### src/rtl/shift_rows_pipe.sv
// Pipelined AES ShiftRows/InvShiftRows for NB = 4/6/8 columns; SHIFT_ROWS_BYPASS_EN adds an unpermuted path.
// Latency: STAGES cycles from input handshake to out_valid; full throughput of one beat per clock.
// Backpressure: combinational ready chain; a stalled output holds data/tag and stalls every full stage behind it.
module shift_rows_pipe #(
  parameter int NB     = 4,
  parameter int STAGES = 1,
  parameter int TAG_W  = 4
) (
  input  logic               clk,
  input  logic               rst_n,
  input  logic               in_valid,
  output logic               in_ready,
  input  logic [32*NB-1:0]   in_data,
  input  logic               in_inv,
  input  logic               in_bypass,
  input  logic [TAG_W-1:0]   in_tag,
  output logic               out_valid,
  input  logic               out_ready,
  output logic [32*NB-1:0]   out_data,
  output logic [TAG_W-1:0]   out_tag,
  output logic               busy
);

  localparam int W = 32 * NB;

  // Rijndael row rotation amounts; NB=8 uses the wider spread for rows 2 and 3.
  function automatic int row_off(input int r);
    case (r)
      0:       return 0;
      1:       return 1;
      2:       return (NB == 8) ? 3 : 2;
      default: return (NB == 8) ? 4 : 3;
    endcase
  endfunction

  generate
    if (!(NB == 4 || NB == 6 || NB == 8)) begin : g_bad_nb
      $error("shift_rows_pipe: NB must be 4, 6 or 8");
    end
    if (STAGES < 1 || STAGES > 4) begin : g_bad_stages
      $error("shift_rows_pipe: STAGES must be 1..4");
    end
  endgenerate

  logic [W-1:0] w_perm;
  logic [W-1:0] w_stage_in;

  for (genvar gc = 0; gc < NB; gc++) begin : g_col
    for (genvar gr = 0; gr < 4; gr++) begin : g_row
      localparam int SRC_F = 4 * ((gc + row_off(gr)) % NB) + gr;
      localparam int SRC_I = 4 * ((gc - row_off(gr) + NB) % NB) + gr;
      assign w_perm[8*(4*gc+gr) +: 8] = in_inv ? in_data[8*SRC_I +: 8] : in_data[8*SRC_F +: 8];
    end
  end

`ifdef SHIFT_ROWS_BYPASS_EN
  assign w_stage_in = in_bypass ? in_data : w_perm;
`else
  logic w_unused_bypass;
  assign w_unused_bypass = in_bypass;
  assign w_stage_in      = w_perm;
`endif

  logic [STAGES-1:0] r_vld;
  logic [W-1:0]      r_dat [STAGES];
  logic [TAG_W-1:0]  r_tag [STAGES];

  logic [STAGES:0]   w_rdy;
  logic [STAGES-1:0] w_src_vld;
  logic [W-1:0]      w_src_dat [STAGES];
  logic [TAG_W-1:0]  w_src_tag [STAGES];

  // A stage may load when it is empty or whatever sits downstream of it moves on this cycle.
  assign w_rdy[STAGES] = out_ready;

  for (genvar gs = 0; gs < STAGES; gs++) begin : g_stage
    assign w_rdy[gs] = ~r_vld[gs] | w_rdy[gs+1];
    if (gs == 0) begin : g_head
      assign w_src_vld[gs] = in_valid;
      assign w_src_dat[gs] = w_stage_in;
      assign w_src_tag[gs] = in_tag;
    end else begin : g_body
      assign w_src_vld[gs] = r_vld[gs-1];
      assign w_src_dat[gs] = r_dat[gs-1];
      assign w_src_tag[gs] = r_tag[gs-1];
    end
  end

  always_ff @(posedge clk or negedge rst_n) begin
    if (!rst_n) begin
      r_vld <= '0;
      for (int s = 0; s < STAGES; s++) begin
        r_dat[s] <= '0;
        r_tag[s] <= '0;
      end
    end else begin
      for (int s = 0; s < STAGES; s++) begin
        if (w_rdy[s]) begin
          r_vld[s] <= w_src_vld[s];
          if (w_src_vld[s]) begin
            r_dat[s] <= w_src_dat[s];
            r_tag[s] <= w_src_tag[s];
          end
        end
      end
    end
  end

  assign in_ready  = w_rdy[0];
  assign out_valid = r_vld[STAGES-1];
  assign out_data  = r_dat[STAGES-1];
  assign out_tag   = r_tag[STAGES-1];
  assign busy      = |r_vld;

endmodule
### config.mk
export PLATFORM = sky130hd
export DESIGN_NAME = shift_rows_pipe
export DESIGN_NICKNAME = d
export VERILOG_FILES = /design/src/rtl/shift_rows_pipe.sv
export SDC_FILE = /design/constraint.sdc
export NUM_CORES = 1
export LEC_CHECK = 0
export ABC_AREA = 1
export BUFFER_PORTS_ARGS = -buffer_cell sky130_fd_sc_hd__buf_2
export CAP_MARGIN = 10
export CORE_MARGIN = 2
export CORE_UTILIZATION = 40
export DETAILED_ROUTE_END_ITERATION = 8
export HOLD_SLACK_MARGIN = 0.05
export PLACE_DENSITY = 0.73
export SETUP_SLACK_MARGIN = 0.05
export SLEW_MARGIN = 25
export SYNTH_ARGS = -nofsm -noshare
export SYNTH_HDL_FRONTEND = slang
export SYNTH_SLANG_ARGS = --single-unit
### constraint.sdc
create_clock -name clk -period 2.4 [get_ports clk]
set_input_delay 0.24 -clock clk [delete_from_list [all_inputs] [get_ports clk]]
set_output_delay 0.24 -clock clk [all_outputs]
set_load 0.005 [all_outputs]
; After elaboration in Yosys (flattened, before gate mapping)
; Cells that the tools add are included.
[totals]
register_bits = 133
latchBits = 0
ramBits = 0
rom_bits = 0
output_inout_bits = 135
wordCells = 14
mem_count = 0
[op_classes]
add_sub_neg = 0
mul = 0
div = 0
n_lt_le_gt_ge = 0
n_eq_ne = 0
shifts = 0
mux = 8
bitwise_logic = 2
reduce_logical = 1
[ops]
columns = operator, n
row1 = $mux W8, 8
row2 = $reduce_and A2 Y1, 1
row3 = $not A1 Y1, 1
row4 = $or A1 B1 Y1, 1

; Logic depth before layout (Yosys ltp)
[logic_depth]
word_depth = 3
mapped_depth = 7
ltp_nobuf = 5

; Least setup slack after synthesis
; OpenSTA, ideal clock, no wires.
[synth_path]
path_kind = reg-to-reg
from = register r_vld, in the netlist busy
to = register r_dat, in the netlist out_data[104]
t_arrival_ps = 1121
path_slack_ps = 1162
path_stages_with_launch = 7
synth_period_minus_slack_ps = 1238
path_cell_list = dfrtp_1 > nand2_1 > nand2_2 > buf_4 > buf_4 > nand2_1 > nand2_1
[synth_via]
elab_chain_cells = 3
[synth_rtl]
columns = item, line_no
row1 = start: declaration, 64  ; logic [STAGES-1:0] r_vld;
row2 = start signal: indexed assignment, 99  ; r_vld[s] <= w_src_vld[s];
row3 = $not A1 Y1, 77  ; assign w_rdy[gs] = ~r_vld[gs] | w_rdy[gs+1];
row4 = $or A1 B1 Y1, 77
row5 = $reduce_and A2 Y1 (no source line), n/a
row6 = end signal: indexed assignment, 101  ; r_dat[s] <= w_src_dat[s];
row7 = end: declaration, 65  ; logic [W-1:0] r_dat [STAGES];
; No other way between the ends.
; A chain may end at the register's enable or synchronous reset.

; Final worst setup path
[layout_path]
from = register r_vld, in the netlist busy
to = output in_ready
[layout_via]
elab_chain_cells = 2
[layout_rtl]
columns = item, line_no
row1 = $not A1 Y1, 77
row2 = $or A1 B1 Y1, 77
row3 = end: declaration, 12  ; output logic in_ready,
; No other way between the ends.

==> impl_metrics.json <==
{
  "outcome": "finished clean",
  "max-slew-margin-rel_pct": 53.76,
  "hold_violations": 0,
  "cts_hold_buffers": 35,
  "totalWireLength_um": 17320,
  "crit_path_end_kind": "output pin",
  "synth_fp_nets": 915,
  "synth_area_per_cell_um2": 7.607,
  "post_cts_buffers": 0,
  "drv_cap": 0,
  "crit_path_max_incr_delay_ns": 0.55,
  "yosysWarningCount": 0,
  "first_iter_violations": 410,
  "place_congestion": 0.7935,
  "ctsResizeCount": 0,
  "p_leak_nw": 5.000,
  "syn-cell-area_mm2": 0.005911,
  "vias": 5996,
  "num_rows": 44,
  "core_mm2": 0.01448,
  "fin_crit_ns": 2.032,
  "grt_max_degree": 71,
  "grtUsageTotal_pct": 22.40,
  "design_area_mm2": 0.008359,
  "power_frac_seq_pct": 41.4,
  "ys_types": 10,
  "routed_via_density": 4.759,
  "r2r.worst_path.cells": 4,
  "dp.cells": 1193,
  "grt_pass1_wl_um": 28480,
  "wl_per_cell_um": 13.74,
  "startpoint_type": "register",
  "fp.dieArea_mm2": 0.01577,
  "timing.fmax_ghz": 0.4921,
  "area_delta_synth_final_pct": 41.43,
  "slowest_stage": "buf_4",
  "cp_cell_sequence": "nand2_2 -> buf_4 -> buf_2",
  "antenna_cells": 0,
  "holdPathEnd": "out_data[86]",
  "hp-start": "in_data[22]",
  "first_pass_iters": 5,
  "pwr-share-clk_pct": 40.9,
  "die_height_um": 125.6,
  "cp.required_ns": 2.16,
  "power_density_mw_per_mm2": 781.2,
  "finalCritPeriodShare_pct": 84.67,
  "tns_ns": 0,
  "p_comb_share_pct": 17.7,
  "worstPathArrival_ns": 1.79,
  "grt_overflow": 0,
  "clk-insertion-delay-late_ns": 0.42,
  "slew_violations": 0,
  "grt_pass1_vias": 5694,
  "holdPathStages": 3,
  "critPathMaxFanout": 70,
  "swShare_pct": 27.27,
  "port_buffers": 271,
  "layout-drive-gt1-share_pct": 29.55,
  "stdcell_count": 1260,
  "antenna_found_initial": 0,
  "dieWidth_um": 125.6,
  "finClkSkew_ns": 0.006848,
  "drc": 0,
  "r2r-end": "out_data[38]",
  "min_path_type": "in -> reg",
  "worstMarginPinSlew_ns": 0.6936,
  "nNetsFinal": 1201,
  "cts.clk_slew.worst_paths_ns": 0.06,
  "cts_tree": "done",
  "p_sw_w": 0.001781,
  "setup_ws_ns": 0.3680,
  "final_cell_mix": "nand2_1, buf_2, dfrtp_1",
  "setup_violations": 0,
  "synth-seq-area-share_pct": 56.31,
  "pre_cts_ws_ns": 0.7827,
  "cts_buffers": 17,
  "vdd_drop_max_mv": 0.4724,
  "cts_sinks": 133,
  "criticalPathCategory": "reg -> out",
  "root_buffer": "clkbuf_16",
  "intPower_w": 0.004750,
  "synth_cells": 777,
  "rsz0062_at_grt": "false",
  "start_util_pct": 40.82,
  "r2r_slack_ns": 0.88,
  "r2r_start": "busy",
  "worst_hold_slack_ns": 0.06581,
  "pin_count": 273,
  "synth-seq-cells": 133,
  "hpwl_um": 11170,
  "placed_cell_area_mm2": 0.007400,
  "max-clock-path-buffers": 2,
  "ant_nets": 0,
  "h-tree-depth": 4,
  "final_common_cell": "nand2_1"
}
## registers in the layout (all words and copies together) (netlist names)
signal	cells
out_data	128
out_tag	4
busy	1
## worst max-delay path, delay by kind of cell, from the launching register on
family	cells	cell delay, ns
simple gates	1	0.13
flops	1	0.45
buf+inv	2	0.78
## power groups by stage
| stage | clock [W] | sequential, W | combinational [W] |
|---|---|---|---|
| 2_1_floorplan | 0 | 0.00277 | 0.000470 |
| 3_3_place_gp | 0 | 0.00273 | 0.00110 |
| 3_5_place_dp | 0 | 0.00273 | 0.00112 |
| 4_1_cts | 0.00272 | 0.00270 | 0.00117 |
| 5_1_grt | 0.00283 | 0.00274 | 0.00131 |
| 6_report | 0.00267 | 0.00271 | 0.00115 |
## stage by stage
| step | total power [W] | utilization (%) |
|---|---|---|
| global route | 0.006889 | 57.73 |
| finish | 0.006530 | 57.73 |
| detailed placement | 0.003855 | 51.11 |
| global placement | 0.003830 | 51.11 |
| floorplan | 0.003239 | - |
| CTS | 0.006588 | 57.73 |
## worst max-delay path by stage
stage / cells after the start / end / slack, ns / start
finish: 3 / in_ready / 0.37 / busy
global route: 3 / in_ready / 0.24 / busy
CTS: 3 / in_ready / 0.33 / busy
detailed placement: 3 / in_ready / 0.78 / busy
global placement: 3 / in_ready / 0.79 / busy
floorplan: 6 / out_data[104] / 1.16 / busy
## cell usage after synthesis
master	count	area (um2)
a21oi_4	1	16.27
buf_2	19	95.09
buf_4	11	82.58
clkbuf_1	19	71.32
dfrtp_1	133	3328
inv_1	1	3.750
inv_2	2	7.510
nand2_1	522	1959
nand2_2	1	6.260
nand3_1	68	340.3
## cells by family (layout without fill, tap and decap cells)
group           Yosys count  count (layout)  synth area share [%]
compound gates            1               1                0.2753
simple gates            591             591                 39.01
flops                   133             133                 56.31
buf+inv                  52             351                 4.403
## metal layers
| metal | part of all wire [%] | GRT usage [%] |
|---|---|---|
| met4 | 2.8 | 9.804 |
| met2 | 47 | 35.52 |
| met3 | 7.4 | 6.247 |
| met5 | 0 | 0 |
| met1 | 42 | 28.80 |
## layout make-up
cell class                 instances  area, um2
fill                            1358       6120
tap                              184      230.2
clock inverter                    13      156.4
sequential                       133       3328
clock buffer                      19      452.9
timing repair buffer             316       1851
multi-input combinational        592       2330
inverter                           3      11.26
Power figures use the tool's default switching activity.
